<file path="src/rtl/uart_pkg.sv">
// Shared types and constants for the confreg UART transmitter.
package uart_pkg;

  typedef enum logic [1:0] {IDLE, START, DATA, STOP} uart_tx_state_t;

  localparam int         UART_DATA_BITS = 8;
  localparam logic [7:0] UART_END_BYTE  = 8'hff;

endpackage

</file>
<file path="src/rtl/uart_tx_fifo.sv">
// Synchronous byte FIFO; a push while full is legal only alongside a pop.
module uart_tx_fifo #(
  parameter int DEPTH = 16,
  parameter int WIDTH = 8
) (
  input  logic                   clk,
  input  logic                   resetn,
  input  logic                   push,
  input  logic                   pop,
  input  logic [WIDTH-1:0]       din,
  output logic [WIDTH-1:0]       dout,
  output logic                   full,
  output logic                   empty,
  output logic [$clog2(DEPTH):0] count
);
  localparam int AW = $clog2(DEPTH);
  localparam int CW = AW + 1;

  logic [WIDTH-1:0] mem [DEPTH];
  logic [AW-1:0]    wr_ptr;
  logic [AW-1:0]    rd_ptr;

  assign dout  = mem[rd_ptr];
  assign full  = (count == CW'(DEPTH));
  assign empty = (count == '0);

  always_ff @(posedge clk or negedge resetn) begin
    if (!resetn) begin
      wr_ptr <= '0;
      rd_ptr <= '0;
      count  <= '0;
    end else begin
      if (push) wr_ptr <= wr_ptr + 1'b1;
      if (pop)  rd_ptr <= rd_ptr + 1'b1;
      count <= count + CW'(push) - CW'(pop);
    end
  end

  // Storage carries no reset; only pointers and occupancy define validity.
  always_ff @(posedge clk) begin
    if (push) mem[wr_ptr] <= din;
  end

endmodule

</file>
<file path="src/rtl/confreg_uart_tx.sv">
// 8N1 serialiser for confreg's UART write strobe, with burst FIFO,
// saturating drop counter and a sticky end-of-test flag.
module confreg_uart_tx
  import uart_pkg::*;
#(
  parameter int         CLKS_PER_BIT = 434,
  parameter int         FIFO_DEPTH   = 16,
  parameter logic [7:0] END_BYTE     = UART_END_BYTE
) (
  input  logic                        clk,
  input  logic                        resetn,
  input  logic                        write_uart_valid,
  input  logic [7:0]                  write_uart_data,
  output logic                        txd,
  output logic                        tx_busy,
  output logic                        fifo_full,
  output logic [$clog2(FIFO_DEPTH):0] fifo_count,
  output logic [7:0]                  overflow_count,
  output logic                        end_seen
);
  localparam int                BAUD_W    = $clog2(CLKS_PER_BIT);
  localparam logic [BAUD_W-1:0] BAUD_LOAD = BAUD_W'(CLKS_PER_BIT - 1);
  localparam logic [2:0]        LAST_BIT  = 3'(UART_DATA_BITS - 1);

  uart_tx_state_t    state;
  uart_tx_state_t    state_nxt;
  logic [BAUD_W-1:0] baud_cnt;
  logic [2:0]        bit_cnt;
  logic [7:0]        shift_reg;
  logic [7:0]        tx_byte;
  logic [7:0]        fifo_dout;
  logic              fifo_empty;
  logic              baud_done;
  logic              push;
  logic              pop;
  logic              txd_nxt;
  logic              end_nxt;

  function automatic logic [7:0] sat_inc8(input logic [7:0] v);
    return (v == 8'hff) ? v : v + 8'd1;
  endfunction

  assign baud_done = (baud_cnt == '0);
  // A full FIFO still accepts a byte when the head leaves in the same cycle.
  assign push      = write_uart_valid && (!fifo_full || pop);

  uart_tx_fifo #(
    .DEPTH (FIFO_DEPTH),
    .WIDTH (UART_DATA_BITS)
  ) u_fifo (
    .clk    (clk),
    .resetn (resetn),
    .push   (push),
    .pop    (pop),
    .din    (write_uart_data),
    .dout   (fifo_dout),
    .full   (fifo_full),
    .empty  (fifo_empty),
    .count  (fifo_count)
  );

  always_ff @(posedge clk or negedge resetn) begin
    if (!resetn) state <= IDLE;
    else         state <= state_nxt;
  end

  always_comb begin
    state_nxt = state;
    case (state)
      IDLE:  if (!fifo_empty) state_nxt = START;
      START: if (baud_done) state_nxt = DATA;
      DATA:  if (baud_done && bit_cnt == LAST_BIT) state_nxt = STOP;
      STOP:  if (baud_done) state_nxt = fifo_empty ? IDLE : START;
      default: state_nxt = IDLE;
    endcase
  end

  always_comb begin
    pop     = 1'b0;
    txd_nxt = txd;
    end_nxt = end_seen;
    case (state)
      IDLE: if (!fifo_empty) begin
        pop     = 1'b1;
        txd_nxt = 1'b0;
      end
      START: if (baud_done) txd_nxt = shift_reg[0];
      DATA:  if (baud_done) txd_nxt = (bit_cnt == LAST_BIT) ? 1'b1 : shift_reg[1];
      STOP: if (baud_done) begin
        // Back-to-back frames: the next start bit replaces the idle level.
        pop     = !fifo_empty;
        txd_nxt = fifo_empty;
        if (tx_byte == END_BYTE) end_nxt = 1'b1;
      end
      default: ;
    endcase
  end

  // Returning to IDLE implies the FIFO was empty, so only a push keeps busy high.
  always_ff @(posedge clk or negedge resetn) begin
    if (!resetn) begin
      txd            <= 1'b1;
      tx_busy        <= 1'b0;
      end_seen       <= 1'b0;
      overflow_count <= 8'd0;
      baud_cnt       <= BAUD_LOAD;
      bit_cnt        <= 3'd0;
    end else begin
      txd      <= txd_nxt;
      tx_busy  <= (state_nxt != IDLE) || push;
      end_seen <= end_nxt;
      if (write_uart_valid && !push) overflow_count <= sat_inc8(overflow_count);
      if (state == IDLE || baud_done) baud_cnt <= BAUD_LOAD;
      else                            baud_cnt <= baud_cnt - 1'b1;
      if (pop || state == START)           bit_cnt <= 3'd0;
      else if (state == DATA && baud_done) bit_cnt <= bit_cnt + 3'd1;
    end
  end

  always_ff @(posedge clk) begin
    if (pop) begin
      shift_reg <= fifo_dout;
      tx_byte   <= fifo_dout;
    end else if (state == DATA && baud_done) begin
      shift_reg <= shift_reg >> 1;
    end
  end

endmodule
</file>
<file path="config.mk">
export PLATFORM = sky130hd
export DESIGN_NAME = confreg_uart_tx
export DESIGN_NICKNAME = d
export VERILOG_FILES = /design/src/rtl/uart_pkg.sv /design/src/rtl/uart_tx_fifo.sv /design/src/rtl/confreg_uart_tx.sv
export SDC_FILE = /design/constraint.sdc
export NUM_CORES = 1
export LEC_CHECK = 0
export CORE_ASPECT_RATIO = 2
export CORE_UTILIZATION = 36
export CTS_CLUSTER_DIAMETER = 100
export DETAILED_ROUTE_END_ITERATION = 6
export DONT_BUFFER_PORTS = 1
export PLACE_DENSITY = 0.62
export SYNTH_ARGS = -nofsm -noshare
export SYNTH_HDL_FRONTEND = slang
export SYNTH_SLANG_ARGS = --single-unit
</file>
<file path="constraint.sdc">
create_clock -name clk -period 2.7 [get_ports clk]
set_input_delay 0.54 -clock clk [delete_from_list [all_inputs] [get_ports clk]]
set_output_delay 0.54 -clock clk [all_outputs]
set_load 0.005 [all_outputs]
</file>
==> impl_metrics.tcl <==
set metrics [dict create \
    core-area_sq_um 20830 \
    dp_cells 748 \
    biggestRegsByFlops "u_fifo.mem x128, baud_cnt x9" \
    register_area_sq_um 5284 \
    wl_microns 15500 \
    cp_num_buf_inv 3 \
    synth_edf_count 144 \
    clock_sinks 182 \
    leakagePower_nw 3.281 \
    viasPerCell 5.041 \
    grt_usage_pct 15.16 \
    cts-buffers-inserted 17 \
    synth-compound-area-share_pct 3.625 \
    mostFrequentLayoutCells "edfxtp_1, buf_4, nand2_1" \
    netlist.area_leader.share_pct 56.68 \
    period_share_pct 97.71 \
    wl_per_cell_microns 19.27 \
    crit_fanout 2 \
    synthArstFlopShare_pct 20.88 \
    ys.warnings.count 0 \
    utilization_pct 43.18 \
    cts_tree "yes" \
    final-setup-viol-count 0 \
    cp.required_ns 3.04 \
    synth.distinct_cells 55 \
    largest_reg_flops 128 \
    grt_pass1_vias 4524 \
    synth.largest_area_cell "edfxtp_1" \
    drt_iter0_markers 199 \
    outcome "finished clean" \
    syn_to_final_growth_pct 17.91 \
    synth.mux.area_fraction_pct 10.78 \
    start_kind "flip-flop" \
    worstMarginPinSlew_ns 0.6197 \
    final_hold_viol_count 0 \
    layout-drive-gt1-share_pct 30.65 \
    regMostFlops "u_fifo.mem" \
    grt_max_degree 39 \
    synthesis.area_sq_um 7629 \
    post-route-drc-count 0 \
    clkTransAtPathRegs_ns 0.07 \
    grt_setup_unrepaired "yes" \
    syn-instance-count 454 \
    synth-simple-area-share_pct 8.119 \
    initial_utilization_pct 36.62 \
    worst-r2r-setup-slack_ns 0.06 \
    synthTopCellsByArea "edfxtp_1, dfrtp_1, mux4_2, ha_1, nand2_1" \
    slowest_stage "or4b_4" \
    fill_cells 1844 \
    grt_pass1_wl_microns 24470 \
    ys_ff_latch 182 \
    drtPass1Iterations 4 \
    power_density_nw_per_um2 754.1 \
    vias 4053 \
    clock_latency_ns 0.42 \
    syn_nets 487 \
    die_h_microns 207.9 \
    port_buffers 0 \
    maxSlewViolCount 0 \
    io_pins 28 \
    place_hpwl_microns 11040 \
    n_antenna_cell 0 \
    synth_adder_area_share_pct 3.707 \
    crit_top_cell "ha_4" \
    final_common_cell "edfxtp_1" \
    crit_family "adder cells" \
    worstPathArrival_ns 2.98 \
    num_rows 75 \
    ant_nets 0 \
    fmax_ghz 0.3791 \
    path_cells "inv_2, ha_4, or4b_4, nand2b_4, or2_4, inv_6, ha_4, inv_2, ha_4, fa_2, a21oi_2, nor2_1, nor2_1, xnor2_1" \
    gr-total-overflow 0 \
    irDropWorstVdd_mv 0.3845 \
    multi_input_area_sq_um 2253 \
    synthFlopType "edfxtp_1" \
    fin_crit_ns 2.638 \
    maxSlewHeadroom_pct 58.60 \
    synth_area_per_cell_sq_um 16.80 \
    synth_top_family_by_area "multiplexers" \
    clock_skew_ns 0.01069 \
    die-width_microns 104.9 \
    gp_congestion 0.7388 \
    fin_cells 804 \
    slowest_delay_ns 0.48 \
    maxCapViolations 0 \
    hold_class "input pin to flip-flop" \
    end_kind "flip-flop" \
    ys_seq_area_share_pct 69.25 \
    die_area_sq_um 21810 \
    antenna_found_initial 0 \
    critPathKind "flip-flop to flip-flop" \
    clockBufferDepth 2 \
    cts-root-buf "clkbuf_16" \
    synth-xor-area-share_pct 2.509 \
    fin_nets 555 \
    htree_levels 4 \
]
[cell usage after synthesis, types with 2 or more instances]
master and instances:
nand2_1 50, buf_6 2, buf_1 2, ha_1 21
mux4_2 33, mux2i_1 3, inv_1 13, edfxtp_1 144
nand4_1 4, and2_1 3, dfstp_2 6, nand3_1 8
or3_1 2, xor2_1 7, nor2b_1 2, o21ai_0 6
mux2_2 2, nor2_1 23, xnor2_1 13, buf_2 4
nand2b_1 7, nor3_1 10, a22oi_1 15, clkbuf_1 7
a21oi_1 6, dfrtp_1 32
[report_power, final]
group	leakage [nW]	internal [W]	switching [W]	total, W
combinational	1.24	0.000494	0.000537	0.00103
clock	0.270	0.00124	0.00106	0.00230
sequential	1.77	0.00332	0.000136	0.00345
[final timing paths]
check / startpoint / to / depth (start not counted)
max in group asynchronous: resetn / baud_cnt[5] / 2
max reg2reg: u_fifo.count[3] / u_fifo.count[4] / 14
max: u_fifo.count[3] / u_fifo.count[4] / 14
min: write_uart_data[5] / u_fifo.mem[13][5] / 0
min reg2reg: tx_byte[0] / end_seen / 1
min in group asynchronous: resetn / overflow_count[6] / 2
[repair_timing]
| item | 4_1_cts | 5_1_grt |
|---|---|---|
| hold buffers | 2 | 0 |
| endpoints found under the setup margin | 1 | 3 |
| gates resized for setup | 10 | 3 |
| hold endpoints to repair | 38 | 0 |
| pin swaps | 7 | 8 |
| gates cloned | 0 | 0 |
| setup buffers | 17 | 5 |
[logic make-up (layout without fill, tap and decap cells)]
family,count (synthesis),after routing
and+or+nand+nor,121,121
muxes,40,40
buffers and inverters,30,111
DFF,182,182
adders and majority gates,22,22
AOI/OAI and AO/OA,38,38
xor gates and xnor gates,21,21
[layout make-up]
class	instances	share of cell area, %
sequential	182	58.74
multi-input combinational	242	25.05
timing repair buffer	65	5.731
clock buffer	20	5.077
tap	269	3.742
clock inverter	12	1.015
inverter	14	0.6399
[worst register-to-register path: cells and delay by family (launching register included)]
kind / cells / cell delay (ns)
xor+xnor: 1 / 0.14
compound gates: 1 / 0.12
fa+ha+maj: 4 / 0.88
simple gates: 5 / 0.87
flops: 1 / 0.39
buf+inv: 3 / 0.17
[routing by layer]
metal | track usage (%) | part of all wire [%] | routed length (microns) | up-vias
met3 | 2.889 | 2.9 | 457 | 36
li1 | - | - | - | 1868
met5 | 0 | 0 | 0 | -
met4 | 7.528 | 3.8 | 592 | 0
met2 | 30.67 | 61 | 9387 | 73
met1 | 13.80 | 33 | 5059 | 2076
[stage by stage]
stage | setup slack [ns] | TNS [ns] | total power (W) | area, sq um | hold slack, ns
4_1_cts | 0.004019 | 0 | 0.006810 | 8942 | 0.1927
3_3_place_gp | -0.007148 | -0.007148 | 0.004366 | 8198 | 0.2454
6_report | 0.06190 | 0 | 0.006783 | 8995 | 0.2096
5_1_grt | -0.05275 | -0.05275 | 0.007068 | 8995 | 0.1886
2_1_floorplan | -0.1744 | -0.1744 | 0.004030 | 7636 | 0.2444
3_5_place_dp | -0.05531 | -0.05531 | 0.004414 | 8198 | 0.2463
No activity file was read; power rests on OpenSTA's default activity.
